$ cat config.mk
export PLATFORM = sky130hd
export DESIGN_NAME = midstate_loader
export DESIGN_NICKNAME = d
export VERILOG_FILES = /design/src/rtl/sha256_pkg.sv /design/src/rtl/msg_sched16.sv /design/src/rtl/midstate_loader.sv
export SDC_FILE = /design/constraint.sdc
export NUM_CORES = 2
export LEC_CHECK = 0
export CAP_MARGIN = 20
export CELL_PAD_IN_SITES_DETAIL_PLACEMENT = 0
export CELL_PAD_IN_SITES_GLOBAL_PLACEMENT = 2
export CORE_UTILIZATION = 25
export DETAILED_ROUTE_END_ITERATION = 12
export PLACE_DENSITY_LB_ADDON = 0.1
export SYNTH_ARGS = -nofsm -noshare
export SYNTH_HDL_FRONTEND = slang
export SYNTH_SLANG_ARGS = --single-unit
$ cat constraint.sdc
create_clock -name clk -period 22.7 [get_ports clk]
set_input_delay 4.54 -clock clk [delete_from_list [all_inputs] [get_ports clk]]
set_output_delay 4.54 -clock clk [all_outputs]
set_load 0.02 [all_outputs]
$ cat src/rtl/sha256_pkg.sv
// SHA-256 constants, round functions and loader state encoding shared by
// the midstate loader and its message schedule window.
package sha256_pkg;

    localparam int HDR_WORDS = 20;
    localparam int ROUNDS    = 64;

    typedef enum logic [1:0] {
        LOAD  = 2'd0,
        ROUND = 2'd1,
        DONE  = 2'd2
    } state_t;

    localparam logic [31:0] K [0:63] = '{
        32'h428a2f98, 32'h71374491, 32'hb5c0fbcf, 32'he9b5dba5,
        32'h3956c25b, 32'h59f111f1, 32'h923f82a4, 32'hab1c5ed5,
        32'hd807aa98, 32'h12835b01, 32'h243185be, 32'h550c7dc3,
        32'h72be5d74, 32'h80deb1fe, 32'h9bdc06a7, 32'hc19bf174,
        32'he49b69c1, 32'hefbe4786, 32'h0fc19dc6, 32'h240ca1cc,
        32'h2de92c6f, 32'h4a7484aa, 32'h5cb0a9dc, 32'h76f988da,
        32'h983e5152, 32'ha831c66d, 32'hb00327c8, 32'hbf597fc7,
        32'hc6e00bf3, 32'hd5a79147, 32'h06ca6351, 32'h14292967,
        32'h27b70a85, 32'h2e1b2138, 32'h4d2c6dfc, 32'h53380d13,
        32'h650a7354, 32'h766a0abb, 32'h81c2c92e, 32'h92722c85,
        32'ha2bfe8a1, 32'ha81a664b, 32'hc24b8b70, 32'hc76c51a3,
        32'hd192e819, 32'hd6990624, 32'hf40e3585, 32'h106aa070,
        32'h19a4c116, 32'h1e376c08, 32'h2748774c, 32'h34b0bcb5,
        32'h391c0cb3, 32'h4ed8aa4a, 32'h5b9cca4f, 32'h682e6ff3,
        32'h748f82ee, 32'h78a5636f, 32'h84c87814, 32'h8cc70208,
        32'h90befffa, 32'ha4506ceb, 32'hbef9a3f7, 32'hc67178f2
    };

    localparam logic [31:0] IV [0:7] = '{
        32'h6a09e667, 32'hbb67ae85, 32'h3c6ef372, 32'ha54ff53a,
        32'h510e527f, 32'h9b05688c, 32'h1f83d9ab, 32'h5be0cd19
    };

    function automatic logic [31:0] ror32(input logic [31:0] x, input int n);
        return (x >> n) | (x << (32 - n));
    endfunction

    function automatic logic [31:0] ch(input logic [31:0] e, input logic [31:0] f,
                                       input logic [31:0] g);
        return (e & f) ^ (~e & g);
    endfunction

    function automatic logic [31:0] maj(input logic [31:0] a, input logic [31:0] b,
                                        input logic [31:0] c);
        return (a & b) ^ (a & c) ^ (b & c);
    endfunction

    function automatic logic [31:0] big_sigma0(input logic [31:0] x);
        return ror32(x, 2) ^ ror32(x, 13) ^ ror32(x, 22);
    endfunction

    function automatic logic [31:0] big_sigma1(input logic [31:0] x);
        return ror32(x, 6) ^ ror32(x, 11) ^ ror32(x, 25);
    endfunction

    function automatic logic [31:0] small_sigma0(input logic [31:0] x);
        return ror32(x, 7) ^ ror32(x, 18) ^ (x >> 3);
    endfunction

    function automatic logic [31:0] small_sigma1(input logic [31:0] x);
        return ror32(x, 17) ^ ror32(x, 19) ^ (x >> 10);
    endfunction

    function automatic logic [31:0] bswap32(input logic [31:0] x);
        return {x[7:0], x[15:8], x[23:16], x[31:24]};
    endfunction

endpackage

$ cat src/rtl/msg_sched16.sv
// Sliding 16-word SHA-256 message schedule: win[0] is always the current
// round's word, and each shift appends the next expanded word at the top.
module msg_sched16
    import sha256_pkg::*;
(
    input  logic        clk,
    input  logic        rst_n,
    input  logic        load_en,
    input  logic [3:0]  load_idx,
    input  logic [31:0] load_word,
    input  logic        shift_en,
    output logic [31:0] wr
);

    logic [31:0] win [0:15];
    logic [31:0] w_next;

    assign wr = win[0];
    // With the window holding W[r..r+15], this yields W[r+16].
    assign w_next = win[0] + small_sigma0(win[1]) + win[9] + small_sigma1(win[14]);

    always_ff @(posedge clk or negedge rst_n) begin
        if (!rst_n) begin
            for (int i = 0; i < 16; i++) win[i] <= '0;
        end else if (load_en) begin
            win[load_idx] <= load_word;
        end else if (shift_en) begin
            for (int i = 0; i < 15; i++) win[i] <= win[i + 1];
            win[15] <= w_next;
        end
    end

endmodule

$ cat src/rtl/midstate_loader.sv
// Header loader and iterative SHA-256 block-0 compressor producing the miner
// work pair (midstate + tail words). Build option HDR_BSWAP_EN byte-reverses input words.
module midstate_loader
    import sha256_pkg::*;
(
    input  logic         clk,
    input  logic         rst_n,
    input  logic [31:0]  hdr_word,
    input  logic         hdr_valid,
    output logic         hdr_ready,
    input  logic         work_abort,
    output logic [255:0] mid,
    output logic [127:0] data,
    output logic         work_valid,
    input  logic         work_ready,
    output logic         busy,
    output logic [1:0]   dbg_state
);

    // Handshakes: a transfer happens on the rising edge where valid && ready
    // are both high; valid holders keep payload stable until that edge, and
    // work_abort overrides any transfer in the same cycle.

    state_t      state;
    logic [4:0]  word_cnt;
    logic [5:0]  round_cnt;
    logic [31:0] st [0:7];
    logic [31:0] nx [0:7];
    logic [31:0] hdr_w;
    logic [31:0] wr;
    logic [31:0] t1;
    logic [31:0] t2;
    logic        hdr_acc;
    logic        work_acc;

`ifdef HDR_BSWAP_EN
    assign hdr_w = bswap32(hdr_word);
`else
    assign hdr_w = hdr_word;
`endif

    assign hdr_acc   = hdr_valid && hdr_ready && (state == LOAD);
    assign work_acc  = work_valid && work_ready && (state == DONE);
    assign dbg_state = state;

    msg_sched16 u_sched (
        .clk       (clk),
        .rst_n     (rst_n),
        .load_en   (hdr_acc && !work_abort && (word_cnt < 5'd16)),
        .load_idx  (word_cnt[3:0]),
        .load_word (hdr_w),
        .shift_en  ((state == ROUND) && !work_abort),
        .wr        (wr)
    );

    always_comb begin
        t1 = st[7] + big_sigma1(st[4]) + ch(st[4], st[5], st[6]) + K[round_cnt] + wr;
        t2 = big_sigma0(st[0]) + maj(st[0], st[1], st[2]);
        nx[0] = t1 + t2;
        nx[1] = st[0];
        nx[2] = st[1];
        nx[3] = st[2];
        nx[4] = st[3] + t1;
        nx[5] = st[4];
        nx[6] = st[5];
        nx[7] = st[6];
    end

    always_ff @(posedge clk or negedge rst_n) begin
        if (!rst_n) begin
            state      <= LOAD;
            word_cnt   <= '0;
            round_cnt  <= '0;
            mid        <= '0;
            data       <= '0;
            work_valid <= 1'b0;
            busy       <= 1'b0;
            hdr_ready  <= 1'b0;
            for (int i = 0; i < 8; i++) st[i] <= '0;
        end else if (work_abort) begin
            // mid/data intentionally keep their last values.
            state      <= LOAD;
            word_cnt   <= '0;
            round_cnt  <= '0;
            work_valid <= 1'b0;
            busy       <= 1'b0;
            hdr_ready  <= 1'b1;
        end else begin
            case (state)
                LOAD: begin
                    for (int i = 0; i < 8; i++) st[i] <= IV[i];
                    hdr_ready <= 1'b1;
                    if (hdr_acc) begin
                        if (word_cnt >= 5'd16) data[{word_cnt[1:0], 5'd0} +: 32] <= hdr_w;
                        if (word_cnt == 5'(HDR_WORDS - 1)) begin
                            word_cnt  <= '0;
                            round_cnt <= '0;
                            state     <= ROUND;
                            hdr_ready <= 1'b0;
                            busy      <= 1'b1;
                        end else begin
                            word_cnt <= word_cnt + 5'd1;
                        end
                    end
                end
                ROUND: begin
                    for (int i = 0; i < 8; i++) st[i] <= nx[i];
                    round_cnt <= round_cnt + 6'd1;
                    if (round_cnt == 6'(ROUNDS - 1)) begin
                        for (int i = 0; i < 8; i++) mid[32*i +: 32] <= nx[i] + IV[i];
                        state      <= DONE;
                        busy       <= 1'b0;
                        work_valid <= 1'b1;
                    end
                end
                DONE: begin
                    if (work_acc) begin
                        work_valid <= 1'b0;
                        hdr_ready  <= 1'b1;
                        state      <= LOAD;
                    end
                end
                default: begin
                    state <= LOAD;
                end
            endcase
        end
    end

endmodule
==> results.sh <==
export IMPL_path_max_fanout=17
export IMPL_htreeDepth=4
export IMPL_cts_buffers_inserted=156
export IMPL_drive_above_1_share=0.0683
export IMPL_report_final_slew_viol_count=0
export IMPL_timing_final_crit_share=0.467
export IMPL_grt_usage=0.223
export IMPL_hold_violations=0
export IMPL_synthCells=7729
export IMPL_grt_max_degree=147
export IMPL_final_area_um2=80400
export IMPL_drc_errors=0
export IMPL_tns_ps=0
export IMPL_p_total_uw=8920
export IMPL_critPathKind="flop to flop"
export IMPL_finalWorstSetupSlack_ps=12110
export IMPL_ant_nets=0
export IMPL_io_pins=426
export IMPL_grt_pass1_wl_um=444000
export IMPL_crit_start="round_cnt[1]$_DFFE_PN0P_"
export IMPL_end_kind="flop"
export IMPL_instances_no_fill=11500
export IMPL_r2r_start="round_cnt[1]$_DFFE_PN0P_"
export IMPL_wl_per_cell_um=26.7
export IMPL_drt_iter0_drc=4214
export IMPL_crit_path_start_kind="flop"
export IMPL_gp_congestion=0.882
export IMPL_avgSynthCellArea_um2=8.75
export IMPL_leakagePower_uw=0.0340
export IMPL_cts_sinks=1168
export IMPL_antenna_found_initial=15
export IMPL_worstPathArrival_ps=11280
export IMPL_port_buffers=425
export IMPL_clk_latency_ps=840
export IMPL_layout_commonest_cell="nand2_1"
export IMPL_synth_top_cell_area_share=0.432
export IMPL_start_util=0.252
export IMPL_ys_ff_latch=1168
export IMPL_detail_route_first_pass_iterations=7
export IMPL_max_stage_delay_ps=840
export IMPL_numPlacedInstances=11200
export IMPL_irDropWorstVdd_uv=98.1
export IMPL_cts_root_buf="clkbuf_16"
export IMPL_max_slew_margin=0.283
export IMPL_async_reset_ff_frac=1.00
export IMPL_cts_resized=0
export IMPL_core_area_um2=268000
export IMPL_hpwl_um=215000
export IMPL_syn_nets=8109
export IMPL_cp_common_cell="a21oi_1"
export IMPL_maxCapViolCount=0
export IMPL_worstHoldStart="mid[4]$_DFFE_PN0P_"
export IMPL_yosys_warnings=0
export IMPL_worst_pin_slew_ps=1080
export IMPL_synth_area_top_cells="dfrtp_1 (43%), o21ai_0 (7.6%), nand2_1 (7.1%), fa_1 (5.5%), xnor2_1 (4.9%)"
export IMPL_power_density_nw_per_um2=111
export IMPL_finClkSkew_ps=40.5
export IMPL_place_ws_ps=11970
export IMPL_nNetsFinal=8202
export IMPL_setup_violations=0
export IMPL_synth_edf_count=0
export IMPL_placed_area_um2=75200
export IMPL_die_h_um=522
export IMPL_grt_pass1_vias=57300
export IMPL_syn2layout_area_growth_pct=19.0
export IMPL_syn_area_um2=67600
export IMPL_netlist_top_cell_by_area="dfrtp_1"
export IMPL_dr_total_vias=56700
export IMPL_cp_required_ps=23390
export IMPL_hold_path_class="flop to flop"
export IMPL_clockBufferDepth=3
export IMPL_critPathSlowestCell="ha_1"
export IMPL_postCtsHoldBufs=0
export IMPL_final_cell_mix="nand2_1 (1274), dfrtp_1 (1165), o21ai_0 (1028), nor2_1 (697), a21oi_1 (633)"
export IMPL_synthFlopType="dfrtp_1"
export IMPL_yosysSeqAreaShare=0.432
export IMPL_die_area_um2=272000
export IMPL_fin_crit_ps=10590
export IMPL_dieWidth_um=522
export IMPL_routed_wl_um=308000
export IMPL_via_per_inst=4.93
export IMPL_rsz0062_at_grt="no"
export IMPL_cts_tree="yes"
export IMPL_grt_overflow=0
export IMPL_fmax_ghz=0.0944
export IMPL_cts_setup_buffers=0
export IMPL_rows=190
export IMPL_yosys_cell_types_count=109
export IMPL_path_clk_slew_ps=60
export IMPL_outcome="completed"
==> cells by family (layout without fill, tap and decap cells) <==
logic type | Yosys count | count (layout) | share of synthesized area
AND/OR/NAND/NOR | 2327 | 2327 | 0.141
flip-flops | 1168 | 1168 | 0.432
AO/OA/AOI/OAI | 2352 | 2352 | 0.207
multiplexers | 47 | 47 | 0.00905
buffers and inverters | 914 | 1126 | 0.0511
adder cells (fa/ha/maj) | 347 | 347 | 0.0848
XOR/XNOR | 574 | 574 | 0.0747
other | 0 | 8 | 0
==> sequential cells by signal, summed over array words and instances, names as in the netlist <==
register	cells
u_sched.win	480
busy	1
round_cnt	6
work_valid	1
st	64
u_sched.wr	32
data	128
word_cnt	5
hdr_ready	1
nx	192
mid	256
dbg_state	2
==> per-stage QoR <==
stage,util,hold slack (ps)
after floorplan,-,446
after global placement,0.280,458
after detailed placement,0.280,459
after CTS,0.300,472
after global routing,0.300,487
final,0.300,463
==> synthesized netlist by cell type (23+ instances only) <==
cell type,instances
clkbuf_1,577
fa_1,187
nand2b_1,36
o31ai_1,26
a21o_1,85
a22o_1,104
a31oi_1,46
xor2_1,190
nand3_1,80
inv_1,264
and3_1,25
xnor2_1,381
o21ai_0,1028
o21ai_1,28
nor2_1,701
a21oi_1,633
mux2_2,23
dfrtp_1,1168
buf_1,59
a211oi_1,26
o22a_1,107
nor3_1,57
a22oi_1,62
o211ai_1,27
ha_1,156
nand2_1,1287
==> layer usage <==
metal,GRT usage,routed length (µm),vias up
met5,0,30,-
met4,0.0628,8480,4
met3,0.0237,10400,302
met2,0.368,146000,1221
met1,0.309,143000,28900
li1,-,-,26300
==> final timing paths <==
| path | end | slack, ps | cells after the start |
|---|---|---|---|
| max | mid[30]$_DFFE_PN0P_ | 12110 | 37 |
| min | mid[4]$_DFFE_PN0P_ | 460 | 2 |
| max reg2reg | mid[30]$_DFFE_PN0P_ | 12110 | 37 |
| min reg2reg | mid[4]$_DFFE_PN0P_ | 460 | 2 |
| max in group asynchronous | u_sched.win[242]$_DFFE_PN0P_ | 15760 | 4 |
| min in group asynchronous | mid[238]$_DFFE_PN0P_ | 3680 | 1 |
==> area by class of cell <==
cell class                 count  area (µm²)
fill                       28300      188000
multi-input combinational   5647       35000
tap                         3552        4440
timing repair buffer         585        5500
sequential                  1168       29200
clock inverter                46         626
antenna                        8        20.0
clock buffer                 231        4610
inverter                     264         991
==> where the power goes <==
part | total (µW) | leakage [µW] | internal (µW) | switching [µW]
clock network | 2550 | 0.00257 | 1490 | 1060
logic | 4070 | 0.0161 | 1430 | 2640
registers | 2290 | 0.0153 | 2160 | 127
==> worst max-delay path, delay by kind of cell, from the launching register on <==
family	cells	cell delay (ps)
AOI/OAI and AO/OA	19	4040
and+or+nand+nor	7	1590
DFF	1	740
buffers and inverters	3	630
adders and majority gates	6	2860
xor gates and xnor gates	2	600
No activity file was read; power rests on OpenSTA's default activity.
